**src/rtl/muldiv_pkg.sv**
```systemverilog
// Shared types and constants for the iterative multiply/divide unit.
//   op_e    : operation codes driven on muldiv_unit.op (codes 6 and 7 reserved)
//   state_e : control FSM states
//   cnt_width() : width of the iteration counter for a given operand width
package muldiv_pkg;

  typedef enum logic [2:0] {
    MULT  = 3'd0,
    MULTU = 3'd1,
    DIV   = 3'd2,
    DIVU  = 3'd3,
    MTHI  = 3'd4,
    MTLO  = 3'd5
  } op_e;

  typedef enum logic [1:0] {
    IDLE = 2'd0,
    CALC = 2'd1,
    FIX  = 2'd2
  } state_e;

  localparam int unsigned DEFAULT_WIDTH = 32;

  // One extra bit so the counter can hold WIDTH itself.
  function automatic int unsigned cnt_width(int unsigned w);
    return $clog2(w) + 1;
  endfunction

endpackage

```
**src/rtl/muldiv_unit_sgn_abs.sv**
```systemverilog
// Conditional two's-complement negate.
//   din  : value to condition
//   neg  : 1 = output -din, 0 = pass din through
//   dout : result, same width as din
// Used both for operand absolute values (neg = sign bit) and for
// result sign correction (neg = result-sign flag).
module sgn_abs #(
  parameter int unsigned W = 32
) (
  input  logic [W-1:0] din,
  input  logic         neg,
  output logic [W-1:0] dout
);

  assign dout = neg ? (~din + W'(1)) : din;

endmodule

```
**src/rtl/muldiv_unit.sv**
```systemverilog
// Iterative radix-2 multiply / restoring divide unit with HI/LO registers.
//   clk, reset : rising-edge clock, synchronous active-low reset
//   start, op  : request and operation (muldiv_pkg::op_e), sampled in IDLE
//   a, b       : rs / rt operands
//   flush      : abort the in-flight operation (also blocks a new request)
//   busy       : high while state != IDLE
//   done       : one-cycle pulse after MULT/DIV results land in HI/LO
//   hi, lo     : HI and LO result registers
// Signed operations run on magnitudes; signs are restored in FIX.
module muldiv_unit
  import muldiv_pkg::*;
#(
  parameter int unsigned WIDTH = DEFAULT_WIDTH
) (
  input  logic             clk,
  input  logic             reset,
  input  logic             start,
  input  logic [2:0]       op,
  input  logic [WIDTH-1:0] a,
  input  logic [WIDTH-1:0] b,
  input  logic             flush,
  output logic             busy,
  output logic             done,
  output logic [WIDTH-1:0] hi,
  output logic [WIDTH-1:0] lo
);

  localparam int unsigned CNT_W = cnt_width(WIDTH);

  state_e             state_q, state_d;
  logic [CNT_W-1:0]   cnt_q, cnt_d;
  // acc: running partial product (mult) or partial remainder (div)
  // mq : multiplier being shifted out (mult) or dividend/quotient (div)
  // opd: multiplicand (mult) or divisor (div)
  logic [WIDTH-1:0]   acc_q, acc_d, mq_q, mq_d, opd_q, opd_d;
  logic [WIDTH-1:0]   hi_q, hi_d, lo_q, lo_d;
  logic               done_q, done_d;
  logic               is_div_q, is_div_d;
  logic               neg_res_q, neg_res_d;  // negate product / quotient
  logic               neg_rem_q, neg_rem_d;  // negate remainder
  logic               divz_q, divz_d;

  op_e                op_in;
  logic               signed_op;
  logic [WIDTH-1:0]   abs_a, abs_b, quo_fix, rem_fix;
  logic [2*WIDTH-1:0] prod_fix;
  logic [WIDTH:0]     sum, shifted;
  logic [WIDTH-1:0]   diff;
  logic               ge;

  assign op_in     = op_e'(op);
  assign signed_op = (op_in == MULT) || (op_in == DIV);

  sgn_abs #(.W(WIDTH))   u_abs_a (.din(a), .neg(signed_op & a[WIDTH-1]), .dout(abs_a));
  sgn_abs #(.W(WIDTH))   u_abs_b (.din(b), .neg(signed_op & b[WIDTH-1]), .dout(abs_b));
  sgn_abs #(.W(2*WIDTH)) u_fix_p (.din({acc_q, mq_q}), .neg(neg_res_q), .dout(prod_fix));
  sgn_abs #(.W(WIDTH))   u_fix_q (.din(mq_q), .neg(neg_res_q), .dout(quo_fix));
  sgn_abs #(.W(WIDTH))   u_fix_r (.din(acc_q), .neg(neg_rem_q), .dout(rem_fix));

  // Multiply step: conditionally add multiplicand, then shift {acc,mq} right.
  assign sum     = {1'b0, acc_q} + {1'b0, (mq_q[0] ? opd_q : '0)};
  // Divide step: shift next dividend bit into the remainder, trial-subtract.
  assign shifted = {acc_q, mq_q[WIDTH-1]};
  assign ge      = shifted >= {1'b0, opd_q};
  // Only taken when ge, so the true difference is < divisor and fits WIDTH bits.
  assign diff    = shifted[WIDTH-1:0] - opd_q;

  always_comb begin
    // NOTE: every next-state signal gets a default first so no path infers a latch.
    state_d   = state_q;
    cnt_d     = cnt_q;
    acc_d     = acc_q;
    mq_d      = mq_q;
    opd_d     = opd_q;
    hi_d      = hi_q;
    lo_d      = lo_q;
    done_d    = 1'b0;
    is_div_d  = is_div_q;
    neg_res_d = neg_res_q;
    neg_rem_d = neg_rem_q;
    divz_d    = divz_q;

    case (state_q)
      IDLE: begin
        if (start && !flush) begin
          case (op_in)
            MULT, MULTU, DIV, DIVU: begin
              state_d   = CALC;
              cnt_d     = '0;
              acc_d     = '0;
              is_div_d  = (op_in == DIV) || (op_in == DIVU);
              neg_res_d = signed_op & (a[WIDTH-1] ^ b[WIDTH-1]);
              neg_rem_d = signed_op & a[WIDTH-1];
              divz_d    = (b == '0);
              mq_d      = is_div_d ? abs_a : abs_b;
              opd_d     = is_div_d ? abs_b : abs_a;
            end
            MTHI:    hi_d = a;
            MTLO:    lo_d = a;
            default: ;
          endcase
        end
      end

      CALC: begin
        if (flush) begin
          state_d = IDLE;
        end else begin
          cnt_d = cnt_q + CNT_W'(1);
          if (is_div_q) begin
            acc_d = ge ? diff : shifted[WIDTH-1:0];
            mq_d  = {mq_q[WIDTH-2:0], ge};
          end else begin
            acc_d = sum[WIDTH:1];
            mq_d  = {sum[0], mq_q[WIDTH-1:1]};
          end
          if (cnt_q == CNT_W'(WIDTH - 1)) state_d = FIX;
        end
      end

      FIX: begin
        state_d = IDLE;
        if (!flush) begin
          done_d = 1'b1;
          if (!is_div_q) begin
            {hi_d, lo_d} = prod_fix;
          end else begin
            // Divide by zero leaves |a| in the remainder; restoring its sign gives hi = a.
            lo_d = divz_q ? '1 : quo_fix;
            hi_d = rem_fix;
          end
        end
      end

      default: state_d = IDLE;
    endcase
  end

  // NOTE: no memories here, so every flop (datapath included) is reset cheaply.
  always_ff @(posedge clk) begin
    // NOTE: non-blocking assignments keep all flops updating from pre-edge values.
    if (!reset) begin
      state_q   <= IDLE;
      cnt_q     <= '0;
      acc_q     <= '0;
      mq_q      <= '0;
      opd_q     <= '0;
      hi_q      <= '0;
      lo_q      <= '0;
      done_q    <= 1'b0;
      is_div_q  <= 1'b0;
      neg_res_q <= 1'b0;
      neg_rem_q <= 1'b0;
      divz_q    <= 1'b0;
    end else begin
      state_q   <= state_d;
      cnt_q     <= cnt_d;
      acc_q     <= acc_d;
      mq_q      <= mq_d;
      opd_q     <= opd_d;
      hi_q      <= hi_d;
      lo_q      <= lo_d;
      done_q    <= done_d;
      is_div_q  <= is_div_d;
      neg_res_q <= neg_res_d;
      neg_rem_q <= neg_rem_d;
      divz_q    <= divz_d;
    end
  end

  assign busy = (state_q != IDLE);
  assign done = done_q;
  assign hi   = hi_q;
  assign lo   = lo_q;

endmodule

```
**config.mk**
```make
export PLATFORM = sky130hd
export DESIGN_NAME = muldiv_unit
export DESIGN_NICKNAME = d
export VERILOG_FILES = /design/src/rtl/muldiv_pkg.sv /design/src/rtl/muldiv_unit_sgn_abs.sv /design/src/rtl/muldiv_unit.sv
export SDC_FILE = /design/constraint.sdc
export NUM_CORES = 1
export LEC_CHECK = 0
export BUFFER_PORTS_ARGS = -buffer_cell sky130_fd_sc_hd__buf_4
export CAP_MARGIN = 5
export CELL_PAD_IN_SITES_DETAIL_PLACEMENT = 0
export CELL_PAD_IN_SITES_GLOBAL_PLACEMENT = 1
export CORE_ASPECT_RATIO = 0.5
export CORE_MARGIN = 5
export CORE_UTILIZATION = 42
export CTS_CLUSTER_DIAMETER = 120
export DETAILED_ROUTE_END_ITERATION = 7
export MAX_ROUTING_LAYER = met4
export PLACE_DENSITY = 0.75
export SYNTH_ARGS = -nofsm -noshare
export SYNTH_HDL_FRONTEND = slang
export SYNTH_HIERARCHICAL = 1
export SYNTH_SLANG_ARGS = --single-unit
```
**constraint.sdc**
```tcl
create_clock -name clk -period 10.19 [get_ports clk]
set_input_delay 1.5285 -clock clk [delete_from_list [all_inputs] [get_ports clk]]
set_output_delay 1.5285 -clock clk [all_outputs]
set_load 0.005 [all_outputs]
```
==> impl_summary.md, run 1 <==
Status
The flow ran to the end, and the final reports show no timing, DRC or antenna violations.

Pwr
The leakage dissipation is ~8.1 nW. IR analysis of the VDD net gives a maximum drop of 0.0913 mV. Dividing total power by cell area gives a power density of between 100 and 150 nW/um2.

Global route
The maximum number of pins on one net before global-route repair is 82. The via count of the first global-routing pass is about 16000. The first-pass GRT wire length is 99200 um. The aggregate global-route resource usage is roughly 28%.

The initial antenna violation count was 1. The total global routing overflow is 0.

Synthesis
The flop and latch count out of synthesis is 173. Counting flops with a built-in enable in the synthesized netlist gives 0. The share of synthesized area in the top cell type comes to 20.0%. By instance count, the leading cell after synthesis is sky130_fd_sc_hd__nand2_1.

The synthesized netlist occupies a cell area of 17300 um2. The count of distinct cell types in the synthesized netlist is 87. In this run the mean area of a mapped cell was 7.75 um2. Synthesis produced a netlist whose cell count is around 2200. During synthesis, Yosys emitted a total of 6 warnings. Ranked by total cell area, the synthesized netlist is headed by sky130_fd_sc_hd__dfxtp_1, sky130_fd_sc_hd__xnor2_1, sky130_fd_sc_hd__nand2_1, sky130_fd_sc_hd__ha_1, sky130_fd_sc_hd__a21oi_1. The synthesized design spends more area on one cell type than any other, namely sky130_fd_sc_hd__dfxtp_1. The register area share after synthesis is approximately a fifth.

Counting flops with an async set or reset pin after synthesis yields a share of 0%. After synthesis, the most frequently instantiated cells are sky130_fd_sc_hd__nand2_1, sky130_fd_sc_hd__xnor2_1, sky130_fd_sc_hd__dfxtp_1. Counting every net in the synthesized netlist gives approximately 2400. In the synthesized netlist the dominant register cell turns out to be sky130_fd_sc_hd__dfxtp_1.

Clock tree
The number of setup buffers added after CTS is 0. The TritonCTS clock tree is yes. The CTS root buffer is sky130_fd_sc_hd__clkbuf_16. The H-tree was split into 4 levels.

The number of buffers added to fix hold violations after cts is 0. Clock-pin slew was measured on the worst setup and hold paths at 0.08 ns. The total clock buffers created by CTS is 17.

Clock tree synthesis found a total of around 170 sinks. The worst-case clock buffer depth is 2. The clock latency on the worst-skew pair is between 0.4 and 0.5 ns. Gates resized during post-CTS repair numbered 0.

Timing
After routing, the total negative slack on setup checks comes to 0 ns. Derived from the worst setup path, the maximum achievable clock frequency is ~250 MHz. Setup violations remaining at the end of the flow were counted as 0. Hold timing on the final database bottoms out at a slack of a little under 0.5 ns. Setup repair after global routing left no endpoint under its margin. The final count of pins violating max slew is 0. Counting I/O delays and the setup requirement, the final critical path takes ~4.0 ns. The slew at the pin closest to its max-slew limit is 1.31 ns. The number of hold-slack violations in the final timing report is 0. The worst path uses between 30% and 40% of the clock period. The clock arrives with around 0.024 ns of skew. The relative max-transition margin is roughly 13%.

Critical path
The worst-path cell with the longest stage delay is sky130_fd_sc_hd__and2_1. The maximum fanout along the worst path is 81. The library cell appearing most often on the critical path is sky130_fd_sc_hd__buf_4. The class of the most critical setup path is input pin to register. The startpoint kind of the worst setup timing path is an input pin. The register-to-register path setup slack is about 6.4 ns.

The data required time of the critical path is ~11 ns. The worst setup path is captured at a register. The delay of the slowest cell on the worst path is 1.11 ns. The worst register-to-register path begins at mq_q[0]. The worst register-to-register path ends at acc_q[31]. Walking the worst path, the cells encountered are buf_4 > buf_4 > and2_1 > a222oi_1 > o21ai_0. Counting cells, the worst reg-to-reg path comes to 13. The start point of the critical path is reset.

STA puts the critical path data arrival time at 4.42 ns.

Die
The die covers 45700 um2. The floorplan has 52 rows. The floorplan step set the die width to 297 um. The die span in y is approximately 150 um. The count of pins on the block boundary is 137. The starting utilization of the core area is 42.7%. The total area inside the core boundary comes to ~41000 um2.

Finish
The count of cells in the finished layout, fillers not included, comes to roughly 2800. The number of nets in the final layout is between 2000 and 2500. After routing the design area is between 15000 and 20000 um2.

The layout cell share with drive strength beyond 1 is roughly 14%. The repair_antennas step left the layout with diodes totalling 0. The share of the core filled with cells is between 40 and 50%. From synthesis to final layout, the design area changed by 11.3%.

Worst hold path
The min-delay analysis places its worst path in the category register to register. The start point of the worst min-delay path is divz_q. For hold timing, the worst endpoint is divz_q. Along the worst hold path, the cell count comes to 2.

Place
After legalization and detailed placement, the total HPWL measured roughly 50000 um. The placer congestion estimate is 0.947. The placed cell count is roughly 2800. Summing all placed instances gives a cell area of around 19000 um2. The number of buffers inserted by port buffering is between 100 and 150.

Detailed routing
The via density per instance is slightly above 6. After the first detailed-routing iteration, the DRC count stood at ~1900. Before antenna repair, the detailed router went through 6 iterations. The vias after detailed routing is between 15000 and 20000. In the final routed layout, each cell accounts on average for ~23 um. The number of routed nets with antenna violations is 0. The routed design has 65900 um of wire. The detailed-route DRC error count is 0.

Job
The tool flagged a number of max-cap violations equal to 0.
## kinds of logic (layout without fill, tap and decap cells)
family	count (synthesis)	in the layout	synth area share (%)
compound gates	678	678	28.5
xor+xnor	243	243	12.3
fa+ha+maj	72	72	5.28
buf+inv	209	255	4.81
flops	173	173	20.0
mux	56	56	3.49
simple gates	805	805	25.6
## critical path, delay by kind of cell
family / cells / cell delay (ns)
compound gates: 2 / 0.43
buf+inv: 2 / 1.26
simple gates: 1 / 1.11
## power by group
group / total, mW / internal (mW) / leakage [nW] / switching [mW]
combinational: 0.505 / 0.185 / 6.44 / 0.319
sequential: 0.742 / 0.695 / 1.40 / 0.0470
clock: 0.708 / 0.340 / 0.297 / 0.368
## per-layer routing
layer | wire (um) | part of all wire (%) | up-vias | track usage, %
li1 | - | - | 8291 | -
met1 | 30400 | 46 | 8479 | 40.0
met2 | 29000 | 44 | 667 | 42.8
met3 | 5470 | 8.3 | 69 | 5.26
met4 | 1030 | 1.6 | 0 | 5.38
met5 | 0 | 0 | - | -
## final cells by class
cell class	instances	area, um2
repair buffers	159	1190
fillers	4142	21300
clock inverters	15	198
inverters	64	240
multi-input cells	1854	13100
flip-flops and latches	173	3470
well taps	540	676
clock buffers	17	425
## cells in the final DEF, fill, tap and decap left out, types with 16 or more instances in the layout
master                        n
sky130_fd_sc_hd__o41ai_2     20
sky130_fd_sc_hd__a211oi_1    39
sky130_fd_sc_hd__o21ai_1     16
sky130_fd_sc_hd__mux2i_1     20
sky130_fd_sc_hd__clkbuf_16   17
sky130_fd_sc_hd__a21oi_1    171
sky130_fd_sc_hd__ha_1        70
sky130_fd_sc_hd__buf_4      159
sky130_fd_sc_hd__dfxtp_1    171
sky130_fd_sc_hd__a311oi_1    32
sky130_fd_sc_hd__and2_1      65
sky130_fd_sc_hd__nor3_1      23
sky130_fd_sc_hd__nand3_1     95
sky130_fd_sc_hd__nor2b_1     79
sky130_fd_sc_hd__o41ai_1     28
sky130_fd_sc_hd__nand2_1    310
sky130_fd_sc_hd__inv_1       64
sky130_fd_sc_hd__o221ai_1    37
sky130_fd_sc_hd__o21ai_0     99
sky130_fd_sc_hd__a21o_1      29
sky130_fd_sc_hd__o211a_1     64
sky130_fd_sc_hd__nor2_1      51
sky130_fd_sc_hd__o31ai_1     56
sky130_fd_sc_hd__nand2b_1    24
sky130_fd_sc_hd__nor4_4      17
sky130_fd_sc_hd__xor2_1      33
sky130_fd_sc_hd__xnor2_1    210
sky130_fd_sc_hd__nand4_1     25
sky130_fd_sc_hd__mux2_2      36
sky130_fd_sc_hd__nor4_1      17
## sequential cells by signal, summed over array words and instances, names as in the netlist
register   count
divz_q         1
is_div_q       1
neg_rem_q      1
neg_res_q      1
opd_q         32
done           1
cnt_q          6
lo            32
acc_q         32
mq_q          32
hi            32
state_q        2
## through the flow
step           worst slack [ns]  power, mW
6_report                   6.16       1.95
4_1_cts                    6.26       1.95
3_3_place_gp               5.80       1.25
3_5_place_dp               5.77       1.25
2_1_floorplan              6.92       1.07
5_1_grt                    6.00       2.04
## how the worst max path moves through the flow
stage / endpoint / slack, ns
2_1_floorplan: acc_q[29] / 6.92
3_3_place_gp: acc_q[26] / 5.80
3_5_place_dp: acc_q[25] / 5.77
4_1_cts: acc_q[25] / 6.26
5_1_grt: acc_q[26] / 6.00
6_report: acc_q[26] / 6.16
Power figures use the tool's default switching activity.
==> run 2, diff against run 1 <==
ABC_AREA = 1   (was not set)
PLACE_DENSITY = 0.8   (was 0.75)
clock period = 3.9 ns   (was 10.19 ns; I/O delays follow)
==> run 2 against run 1 <==
  * Flip-flop and latch count unchanged
  * Cell count up 58%
  * Critical path type is now register to register
  * Critical path depth up 11
==> impl_summary.md, run 2 <==
Detailed routing
The detailed-route DRC error count is 0. In this run, the number of DRC markers left after iteration 0 of detailed routing was ~3400. The first detailed-routing pass took 7 iterations. The via density per instance is ~5.7. Wires add up to roughly 100000 um. The vias after detailed routing is about 26000. Once detail routing completed, the nets flagged for antenna violations numbered 0.

Dividing the detail-routed wire length by the instance count gives between 20 and 25 um.

Place
The placed wire-length estimate after detailed placement is about 80000 um. The number of buffers inserted by port buffering is 136. The worst slack at placement is between 0.7 and 0.8 ns. Routability-driven placement finished with a final weighted congestion of 1.02.

Critical path
The worst setup path is launched from a register. At the worst endpoint, the required time is between 4 and 5 ns. The class of the most critical setup path is register to register. Along the worst path, the maximum fanout reaches 35. The worst setup path is captured at a register. Data on the critical path arrives at its endpoint at between 3 and 4 ns.

Timing
The setup skew after layout is between 0.015 and 0.02 ns. The final count of pins violating max slew is 0. The number of hold-slack violations in the final timing report was 0. Static timing analysis puts the maximum clock frequency at slightly below 300 MHz. The worst path meets setup with 0.544 ns of slack. After layout, the worst path uses a little under nine tenths of the clock period. The number of setup violations in the final report is 0.

Summed over all failing endpoints, the final setup total negative slack is 0 ns. Setup repair after global routing left no endpoint under its margin. The relative max-transition margin is around a fifth. The minimum clock period after layout is between 3 and 4 ns. The slew at the pin closest to its max-slew limit is about 1.2 ns.

Synthesis
Synthesis produced a netlist with a net count of slightly below 4000. The register area share after synthesis is about 17%. For this run, the leading register cell type out of synthesis is sky130_fd_sc_hd__dfxtp_1. The count of distinct cell types in the synthesized netlist is 54. The summed instance area of the synthesized netlist is roughly 21000 um2.

The number of warnings issued by yosys is 6. Sorting the synthesized cells by area gives the leading types as sky130_fd_sc_hd__nand2_1, sky130_fd_sc_hd__dfxtp_1, sky130_fd_sc_hd__nor2_1, sky130_fd_sc_hd__inv_1, sky130_fd_sc_hd__o21ai_0. The most used standard cell by instance count after synthesis is sky130_fd_sc_hd__nand2_1.

The number of flops mapped to enable cells by yosys is 0. The commonest cells after synthesis are sky130_fd_sc_hd__nand2_1, sky130_fd_sc_hd__nor2_1, sky130_fd_sc_hd__inv_1. The cell type with the largest total area after synthesis is sky130_fd_sc_hd__nand2_1. Synthesis produced a netlist whose cell count is around 3700.

The top cell type's share of synthesized area is 20.3%. The flop and latch count out of synthesis is about 170. For this run, asynchronously set or reset flops after synthesis account for 0%. The average instance in the mapped netlist occupies ~5.5 um2.

Global route
For this run, global-route usage on met3 was measured as 9.24%. Entering global routing, the biggest net connects between 100 and 150 pins. The layer flagged by global routing as most heavily used is met2. For this run the aggregate overflow at the end of global routing stands at 0.

The initial antenna violation count is 3. The first-pass GRT wire length is 145000 um. For met2 alone, demand over resource in global routing was around 52%. The via count of the first global-routing pass is 22700. The met1 routing resource usage after global routing is 49.7%. The aggregate global-route resource usage is 36.5%.

Finish
The number of nets in the final layout is around 3900. In the final layout, flip-flops and latches occupy 3470 um2. The area growth from synthesis to layout is 11.1%. Summing all multi-input logic gate instances after layout gives about 15000 um2. The library cells used most frequently in the layout, excluding fill and tap cells, are sky130_fd_sc_hd__nand2_1, sky130_fd_sc_hd__nor2_1, sky130_fd_sc_hd__inv_1. Leaving out fill and tap cells, the most frequent cell in the layout is sky130_fd_sc_hd__nand2_1. The layout cell share with drive strength beyond 1 is 10.7%. The number of inserted filler cells in the final layout is between 5000 and 6000. The number of antenna diodes in the final layout is 0.

Clock tree
The worst-case clock buffer depth is 2. After clock tree synthesis, the clock-pin slew on the worst setup and hold paths is ~0.090 ns. The TritonCTS clock tree is yes. Once the clock tree was built, the setup fixing pass inserted 0 buffers. The CTS root buffer is sky130_fd_sc_hd__clkbuf_16. The clock latency on the worst-skew pair is 0.48 ns. In this run, post-CTS hold repair placed 0 buffers. The H-tree generated during clock tree synthesis spans 4 levels.

Buffers inserted during clock tree synthesis total 17. The number of cells upsized or downsized after cts is 0. The number of sinks driven by the clock tree is 173.

Die
The total area inside the core boundary comes to between 40000 and 50000 um2. The count of pins on the block boundary is between 100 and 150. The die outline width is 323 um.

The die area is 53800 um2. The number of rows created at floorplan is 57. For this configuration, the core starts out at a cell density of between 40% and 50%.

The die span in y is 167 um.

Pwr
IR analysis of the VDD net gives a maximum drop of 0.255 mV. Summed over all cells, the static leakage comes to 11.6 nW. The power density over the cells is 261 nW/um2.

Job
The tool flagged a number of max-cap violations equal to 0.

Status
The run finished with clean final reports.

Worst hold path
The type of the most critical hold path is input pin to register.
-- run 2: layer usage --
layer  vias to the layer above  wire length [um]
met5                         -                 0
met4                         0              4200
li1                      12100                 -
met3                       191             11200
met2                      1330             41000
met1                     11900             43600
-- run 2: worst max-delay path, cell delays in order, from the launching register on --
cell and delay (ns):
sky130_fd_sc_hd__dfxtp_1 1.03, sky130_fd_sc_hd__ha_1 0.42, sky130_fd_sc_hd__nand2_1 0.08, sky130_fd_sc_hd__nand2_1 0.07, sky130_fd_sc_hd__nand2_1 0.06, sky130_fd_sc_hd__nand2_1 0.10
sky130_fd_sc_hd__nand2_1 0.08, sky130_fd_sc_hd__nand2_1 0.06, sky130_fd_sc_hd__inv_1 0.06, sky130_fd_sc_hd__nand2_2 0.08, sky130_fd_sc_hd__nand2_4 0.23, sky130_fd_sc_hd__nand2_8 0.26
sky130_fd_sc_hd__nor2_2 0.38, sky130_fd_sc_hd__nand2_1 0.09, sky130_fd_sc_hd__nand3_1 0.10, sky130_fd_sc_hd__nand2_1 0.05, sky130_fd_sc_hd__a21oi_1 0.13
-- run 2: cells by family (layout without fill, tap and decap cells) --
logic type,after synthesis,in the layout,share of synthesized area [%]
buf+inv,574,661,11.0
fa+ha+maj,72,72,4.45
mux,1,1,0.0486
xor+xnor,102,102,4.37
compound gates,615,615,17.4
flops,173,173,16.8
simple gates,2184,2184,45.8
-- run 2: area by class of cell --
class,instances,area share [%]
Multi-Input combinational cell,2974,65.1
Sequential cell,173,15.2
Inverter,436,7.24
Timing Repair Buffer,193,6.44
Tap cell,649,3.55
Clock buffer,18,1.87
Clock inverter,14,0.661
-- run 2: report_power, final --
part | internal (mW) | total (mW) | switching, mW
Sequential | 1.83 | 1.98 | 0.155
Clock | 0.908 | 1.84 | 0.927
Combinational | 0.639 | 2.16 | 1.52
Total | 3.38 | 5.98 | 2.60
-- run 2: worst paths after layout --
check | startpoint | end | slack, ns | cells after the start
worst max register to register | acc_q[9] | acc_q[14] | 0.54 | 16
worst min-delay path | flush | done | 0.30 | 2
worst max-delay path | acc_q[9] | acc_q[14] | 0.54 | 16
worst min register to register | cnt_q[3] | cnt_q[4] | 0.48 | 2
-- run 2: metrics by stage --
stage	instance area (um2)	hold WS, ns	total power [mW]	instances	util, %
5_1_grt	22900	0.299	6.24	4457	47.2
2_1_floorplan	20600	0.448	3.36	3721	-
3_5_place_dp	22300	0.473	4.11	4425	46.0
4_1_cts	22900	0.287	5.94	4457	47.2
3_3_place_gp	22300	0.463	4.11	4425	46.0
6_report	22900	0.302	5.98	4457	47.2
